==> config.mk <==
export PLATFORM = sky130hd
export DESIGN_NAME = cache_axi_rd_arb
export DESIGN_NICKNAME = d
export VERILOG_FILES = /design/src/rtl/cache_axi_rd_arb_pkg.sv /design/src/rtl/cache_axi_rd_arb_rr_arb2.sv /design/src/rtl/cache_axi_rd_arb.sv
export SDC_FILE = /design/constraint.sdc
export NUM_CORES = 1
export LEC_CHECK = 0
export BUFFER_PORTS_ARGS = -buffer_cell sky130_fd_sc_hd__buf_2
export CAP_MARGIN = 30
export CELL_PAD_IN_SITES_DETAIL_PLACEMENT = 1
export CELL_PAD_IN_SITES_GLOBAL_PLACEMENT = 1
export CORE_ASPECT_RATIO = 1.4
export CORE_MARGIN = 2
export CORE_UTILIZATION = 30
export DETAILED_ROUTE_END_ITERATION = 7
export HOLD_SLACK_MARGIN = 0.06
export PLACE_DENSITY = 0.82
export SLEW_MARGIN = 20
export SYNTH_ARGS = -nofsm -noshare
export SYNTH_HDL_FRONTEND = slang
export SYNTH_SLANG_ARGS = --single-unit
==> constraint.sdc <==
create_clock -name clk -period 4.3 [get_ports clk]
set_input_delay 0.86 -clock clk [delete_from_list [all_inputs] [get_ports clk]]
set_output_delay 0.86 -clock clk [all_outputs]
set_load 0.03 [all_outputs]
==> src/rtl/cache_axi_rd_arb_pkg.sv <==
// Shared encodings and AXI constants for the I/D-cache read-channel arbiter.
package cache_axi_rd_arb_pkg;

  typedef enum logic [1:0] {
    IDLE = 2'b00,
    AR   = 2'b01,
    R    = 2'b10
  } state_t;

  localparam logic [1:0] AXI_BURST_INCR = 2'b01;
  localparam logic [1:0] AXI_RESP_OKAY  = 2'b00;

  localparam int DEF_INST_ID = 0;
  localparam int DEF_DATA_ID = 1;

endpackage

==> src/rtl/cache_axi_rd_arb_rr_arb2.sv <==
// Two-way round-robin grant; bit 0 is the instruction client, bit 1 the data client.
module rr_arb2 (
  input  logic       clk,
  input  logic       rst,
  input  logic [1:0] req,
  input  logic       advance,
  output logic [1:0] gnt
);

  // 0: instruction granted last, 1: data granted last
  logic last_grant;

  always_comb begin
    gnt = req;
    if (req == 2'b11) gnt = last_grant ? 2'b01 : 2'b10;
  end

  always_ff @(posedge clk or negedge rst) begin
    if (!rst)         last_grant <= 1'b0;
    else if (advance) last_grant <= gnt[1];
  end

endmodule

==> src/rtl/cache_axi_rd_arb.sv <==
// Single-outstanding AXI4 read arbiter between I-cache and D-cache refill ports,
// with R-beat routing and a sticky burst-length / ID / response checker.
module cache_axi_rd_arb
  import cache_axi_rd_arb_pkg::*;
#(
  parameter int              ID_W    = 4,
  parameter logic [ID_W-1:0] INST_ID = ID_W'(DEF_INST_ID),
  parameter logic [ID_W-1:0] DATA_ID = ID_W'(DEF_DATA_ID)
) (
  input  logic            clk,
  input  logic            rst,
  input  logic [31:0]     i_araddr,
  input  logic [7:0]      i_arlen,
  input  logic [2:0]      i_arsize,
  input  logic            i_arvalid,
  output logic            i_arready,
  output logic [31:0]     i_rdata,
  output logic            i_rlast,
  output logic            i_rvalid,
  input  logic            i_rready,
  input  logic [31:0]     d_araddr,
  input  logic [7:0]      d_arlen,
  input  logic [2:0]      d_arsize,
  input  logic            d_arvalid,
  output logic            d_arready,
  output logic [31:0]     d_rdata,
  output logic            d_rlast,
  output logic            d_rvalid,
  input  logic            d_rready,
  output logic [ID_W-1:0] m_arid,
  output logic [31:0]     m_araddr,
  output logic [7:0]      m_arlen,
  output logic [2:0]      m_arsize,
  output logic [1:0]      m_arburst,
  output logic            m_arvalid,
  input  logic            m_arready,
  input  logic [ID_W-1:0] m_rid,
  input  logic [31:0]     m_rdata,
  input  logic [1:0]      m_rresp,
  input  logic            m_rlast,
  input  logic            m_rvalid,
  output logic            m_rready,
  output logic            err
);

  state_t     state;
  logic       owner;   // 1: data client owns the outstanding burst
  logic [7:0] cnt;
  logic [1:0] gnt;
  logic       take;
  logic       in_r;
  logic       hs;
  logic       beat_err;

  rr_arb2 u_arb (
    .clk     (clk),
    .rst     (rst),
    .req     ({d_arvalid, i_arvalid}),
    .advance (take),
    .gnt     (gnt)
  );

  assign take      = (state == IDLE) && (|gnt);
  assign i_arready = rst && take && gnt[0];
  assign d_arready = rst && take && gnt[1];

  assign in_r     = (state == R);
  assign m_rready = in_r && (owner ? d_rready : i_rready);
  assign i_rvalid = in_r && !owner && m_rvalid;
  assign i_rlast  = in_r && !owner && m_rlast;
  assign d_rvalid = in_r && owner && m_rvalid;
  assign d_rlast  = in_r && owner && m_rlast;
  assign i_rdata  = m_rdata;
  assign d_rdata  = m_rdata;

  assign m_arburst = AXI_BURST_INCR;

  assign hs = in_r && m_rvalid && m_rready;
  // rlast must coincide exactly with the beat whose index equals the latched arlen
  assign beat_err = (m_rlast != (cnt == m_arlen)) || (m_rid != m_arid) ||
                    (m_rresp != AXI_RESP_OKAY);

  always_ff @(posedge clk or negedge rst) begin
    if (!rst) begin
      state     <= IDLE;
      owner     <= 1'b0;
      m_arvalid <= 1'b0;
      m_arid    <= '0;
      m_araddr  <= '0;
      m_arlen   <= '0;
      m_arsize  <= '0;
      cnt       <= '0;
      err       <= 1'b0;
    end else begin
      if (hs && beat_err) err <= 1'b1;
      case (state)
        IDLE: begin
          if (take) begin
            owner     <= gnt[1];
            m_arid    <= gnt[1] ? DATA_ID  : INST_ID;
            m_araddr  <= gnt[1] ? d_araddr : i_araddr;
            m_arlen   <= gnt[1] ? d_arlen  : i_arlen;
            m_arsize  <= gnt[1] ? d_arsize : i_arsize;
            m_arvalid <= 1'b1;
            state     <= AR;
          end
        end
        AR: begin
          if (m_arready) begin
            m_arvalid <= 1'b0;
            cnt       <= '0;
            state     <= R;
          end
        end
        R: begin
          if (hs) begin
            cnt <= cnt + 8'd1;
            if (m_rlast) state <= IDLE;
          end
        end
        default: state <= IDLE;
      endcase
    end
  end

endmodule

* Word-level counts from Yosys, hierarchy flattened
Index checks and enable logic that the tools add are counted.
Storage, ports and cells: register bits after elaboration 61, output and inout port bits 122, logic and storage cells 65
Operators by class: add/subtract/negate cells 1, eq/ne operators 10, multiplexer cells 18, reductions and logical operators 26
Operator list (count):
- $mux W32 | 1
- $mux W8 | 3
- $pmux W8 S2 | 1
- $logic_and A1 B1 Y1 | 14
- $mux W2 | 6
- $add A8 B1 Y8 const B | 1
- $eq A8 B8 Y1 | 1
- $ne A2 B2 Y1 const B | 3
- $pmux W2 S3 | 1
- $reduce_and A3 Y1 | 2
- $reduce_bool A2 Y1 | 3
- $eq A2 B2 Y1 const B | 2
- $mux W1 | 4
- $ne A4 B4 Y1 | 1
- $reduce_and A4 Y1 | 1
- $mux W3 | 1
- $eq A2 B1 Y1 const B | 1
- $logic_not A2 Y1 | 1
- $logic_or A1 B1 Y1 | 2
- $ne A2 B1 Y1 const B | 1
- $pmux W1 S2 | 1
- $reduce_and A2 Y1 | 1
- $reduce_or A2 Y1 | 1
- $logic_not A1 Y1 | 1
- $ne A1 B1 Y1 | 1

* Longest topological paths before layout
word-level depth 6, gate-level depth with buffers 6

* By module
A second synthesis with hierarchy kept.
Unflattened totals: cell total of the unflattened synthesis 358, area, all modules 3422.0 µm²
Modules (own cells, without submodules):
- cache_axi_rd_arb | times used 1, cells each 353, area an instance 3359.5 µm², seq. area each 1401.3 µm²
- rr_arb2 | times used 1, cells each 5, area an instance 62.6 µm², seq. area each 25.0 µm²

* Worst setup path after synthesis
OpenSTA, ideal clock, no wires.
path type input to output, from input port d_arvalid, to output port d_arready, arrival time 1809 ps, setup slack 1631 ps, stages on the path 5, buffers on the path 2, cell sequence inv_1 a21oi_1 buf_2 buf_2 and3_1
Between the ends: longest elaborated chain between the ends 6
RTL lines:
- start, declared | line cache_axi_rd_arb.sv:24 | input logic d_arvalid,
- $eq A2 B2 Y1 | line cache_axi_rd_arb_rr_arb2.sv:15 | if (req == 2'b11) gnt = last_grant ? 2'b01 : 2'b10;
- $mux W2 (*) | line cache_axi_rd_arb_rr_arb2.sv:15
- $reduce_or A2 Y1 | line cache_axi_rd_arb.sv:63 | assign take = (state == IDLE) && (|gnt);
- $logic_and A1 B1 Y1 | line cache_axi_rd_arb.sv:63
- $logic_and A1 B1 Y1 | line cache_axi_rd_arb.sv:65 | assign d_arready = rst && take && gnt[1];
- $logic_and A1 B1 Y1 (*) | line cache_axi_rd_arb.sv:65
- end, declared | line cache_axi_rd_arb.sv:25 | output logic d_arready,
Every way passes the cells marked *; elsewhere a longest branch is shown, timed or not.

* Worst setup path in the final report
from register owner, to output port m_rready
Between the ends: longest elaborated chain between the ends 2
RTL lines:
- start, declared | line cache_axi_rd_arb.sv:47 | logic owner;
- start signal, assigned | line cache_axi_rd_arb.sv:99 | owner <= gnt[1];
- $mux W1 | line cache_axi_rd_arb.sv:68 | assign m_rready = in_r && (owner ? d_rready : i_rready);
- $logic_and A1 B1 Y1 | line cache_axi_rd_arb.sv:68
- end, declared | line cache_axi_rd_arb.sv:42 | output logic m_rready,
Every way passes these cells.

==> results.toml <==
[floorplan]
dieArea_sq_um = 12100
dieWidth_microns = 93.4
start_util_pct = 30.9
ios = 255
die_h_microns = 129
row_count = 45
core_area_sq_um = 10900

[sta]
rsz0062_at_grt = "false"
clock_skew_ps = 7.17
drv_slew = 0
period_share_pct = 58.9
setup_violations = 0
min_period_ps = 2530
worst_slew_pin_slew_ps = 780
hold_violations = 0
hold_slack_ps = 495
slew_headroom_pct = 48.0
fmax_ghz = 0.395
tns_ps = 0

[setup_path]
cp-start-kind = "flip-flop"
crit_required_ps = 3440
rr_worst_depth = 5
cp-end-kind = "output port"
worstSetupPathType = "flip-flop to output port"
cp.arrival_ps = 1670
worstPathMaxFanout = 11

[detailed_routing]
routed-via-count = 2707
viasPerCell = 4.77
post_drt_wl_per_cell_microns = 16.0
antenna_left = 0
finalWirelength_mm = 9.09
drt-pass1-iter-count = 4
drc = 0
drt-initial-drc-count = 56

[run]
cap_violations = 0

[cts]
cts_made_buffers = 5
clk_pin_slew_ps = 80
cts_buffer_depth = 2
cts_htree_levels = 2
post_cts_buffers = 0
cts_hold_buffers = 0
clk_root_buffer_cell = "clkbuf_16"
clkLatencyLatePin_ps = 290
ctsResizeCount = 0
cts_tree = "built"
cts_sinks = 56

[yosys]
synth_top_family_by_area = "buffers and inverters"
synth.area.mux_share_pct = 13.9
synthAdderAreaFrac_pct = 0.373
synth-simple-area-share_pct = 12.4
ys_seq_area_share_pct = 41.7
synth-compound-area-share_pct = 8.94
synthXorXnorAreaFrac_pct = 3.39
synth_cells = 350
synth_cell_type_count = 41
synth_area_sq_um = 3360
ys_seq_elements = 56
yosys_warnings = 0
syn_avg_cell_area_sq_um = 9.59

[pwr]
leakage_nw = 1.90
peakVddDrop_mv = 0.324
cellPowerDensity_nw_per_um2 = 700

[place]
gp_congestion = 0.753
port-buffer-count = 153
hpwl_mm = 7.13

[layout]
utilization_pct = 35.5
n_antenna_cell = 0
nets = 560
drive_gt1_share_pct = 40.7
area_growth_pct = 15.0

[status]
status = "finished clean"

[global_route]
grt_start_max_net_pins = 57
antenna_found_initial = 0
grt_pass1_vias = 2914
grt_pass1_wl_mm = 14.3
grt_overflow = 0
grt_usage_pct = 15.2

[worst_hold_path]
min_path_cells = 1
worst_hold_path_type = "flip-flop to flip-flop"
-- stage by stage --
stage | setup WS [ps] | cell area (sq um) | cells | total power [mW]
floorplan | 1630 | 3370 | 353 | 2.00
global placement | 1840 | 3710 | 560 | 2.25
detailed placement | 1750 | 3710 | 560 | 2.32
CTS | 1770 | 3860 | 568 | 2.76
global route | 1710 | 3860 | 568 | 2.90
finish | 1770 | 3860 | 568 | 2.70
-- final timing paths --
path / to / start / slack [ps]
worst min-delay path: m_arvalid / m_arvalid / 500
worst min register to register: m_arvalid / m_arvalid / 500
worst max-delay path: m_rready / owner / 1770
min in group asynchronous: cnt[2] / rst / 760
worst max register to register: m_araddr[14] / state[0] / 2010
max in group asynchronous: m_araddr[30] / rst / 3050
-- report_power, final --
part / switching, mW / leakage, nW / internal (mW)
combinational: 0.916 / 1.18 / 0.424
sequential: 0.180 / 0.639 / 0.756
clock: 0.193 / 0.0772 / 0.234
-- per-layer routing --
metal	GRT usage, %	wire [microns]	share of wire, %	vias to the layer above
met2	29.4	5060	56	93
met5	0	0	0	-
met4	9.60	492	5.4	0
met3	2.73	598	6.6	62
met1	14.4	2940	32	1298
li1	-	-	-	1254
-- cells in the mapped netlist --
cell type / instances / area (sq um)
and2_1: 1 / 6.26
nand3b_1: 1 / 7.51
xor2_1: 12 / 105
dfrtp_1: 56 / 1400
buf_2: 6 / 30.0
nand2_1: 7 / 26.3
and2b_2: 1 / 8.76
and2_2: 3 / 22.5
a31oi_1: 1 / 6.26
nand3_2: 1 / 10.0
xnor2_1: 1 / 8.76
conb_1: 2 / 7.51
nand4_1: 5 / 31.3
and4_1: 2 / 17.5
buf_4: 74 / 556
a2111oi_0: 1 / 8.76
nor2b_1: 1 / 6.26
o31ai_1: 1 / 7.51
clkbuf_1: 7 / 26.3
nor4_1: 2 / 12.5
and3_1: 1 / 6.26
o2111a_1: 1 / 11.3
inv_1: 1 / 3.75
o21a_1: 1 / 7.51
or4_1: 1 / 7.51
nor3_1: 1 / 5.00
ha_1: 1 / 12.5
a21o_1: 2 / 15.0
mux2i_1: 45 / 450
or2_2: 1 / 6.26
buf_6: 2 / 22.5
nor3b_1: 2 / 15.0
o21ai_0: 1 / 5.00
a21oi_1: 46 / 230
and3b_1: 2 / 17.5
nor2_1: 51 / 191
nand3_1: 2 / 10.0
mux2_4: 1 / 15.0
a311oi_1: 1 / 8.76
buf_1: 1 / 3.75
and3_2: 1 / 7.51
-- cell type report --
cell class	count	area [sq um]
clock buffer	6	139
clock inverter	2	13.8
fill	1281	7010
inverter	1	3.75
multi-input combinational	206	1340
sequential	56	1400
tap	141	176
timing repair buffer	156	788
-- sequential cells by signal, summed over array words and instances, names as in the netlist --
name and cells:
m_araddr 32, m_arsize 3, err 1, cnt 8
m_arvalid 1, m_arlen 8, owner 1, state 2
-- cells by family (layout without fill, tap and decap cells) --
group | Yosys count | count (layout)
AOI/OAI and AO/OA | 55 | 55
xor gates and xnor gates | 13 | 13
adders and majority gates | 1 | 1
buffers and inverters | 91 | 165
DFF | 56 | 56
muxes | 46 | 46
other | 2 | 5
and+or+nand+nor | 86 | 86
-- cells in the final DEF, fill, tap and decap left out, drive strengths merged, types with 3 or more instances in the layout --
master  netlist  final
dfrtp        56     56
xor2         12     12
nand2         7      7
clkbuf        7      6
conb          2      5
mux2i        45     45
nand4         5      5
a21oi        46     46
nand3         3      3
and2          4      4
buf          83    156
nor2         51     51
-- worst max-delay path, stage by stage (launching register included) --
cell and delay [ps]:
dfrtp_1 640, mux2_4 390, and2_2 170, buf_2 170
(Power assumes the default switching activity.)
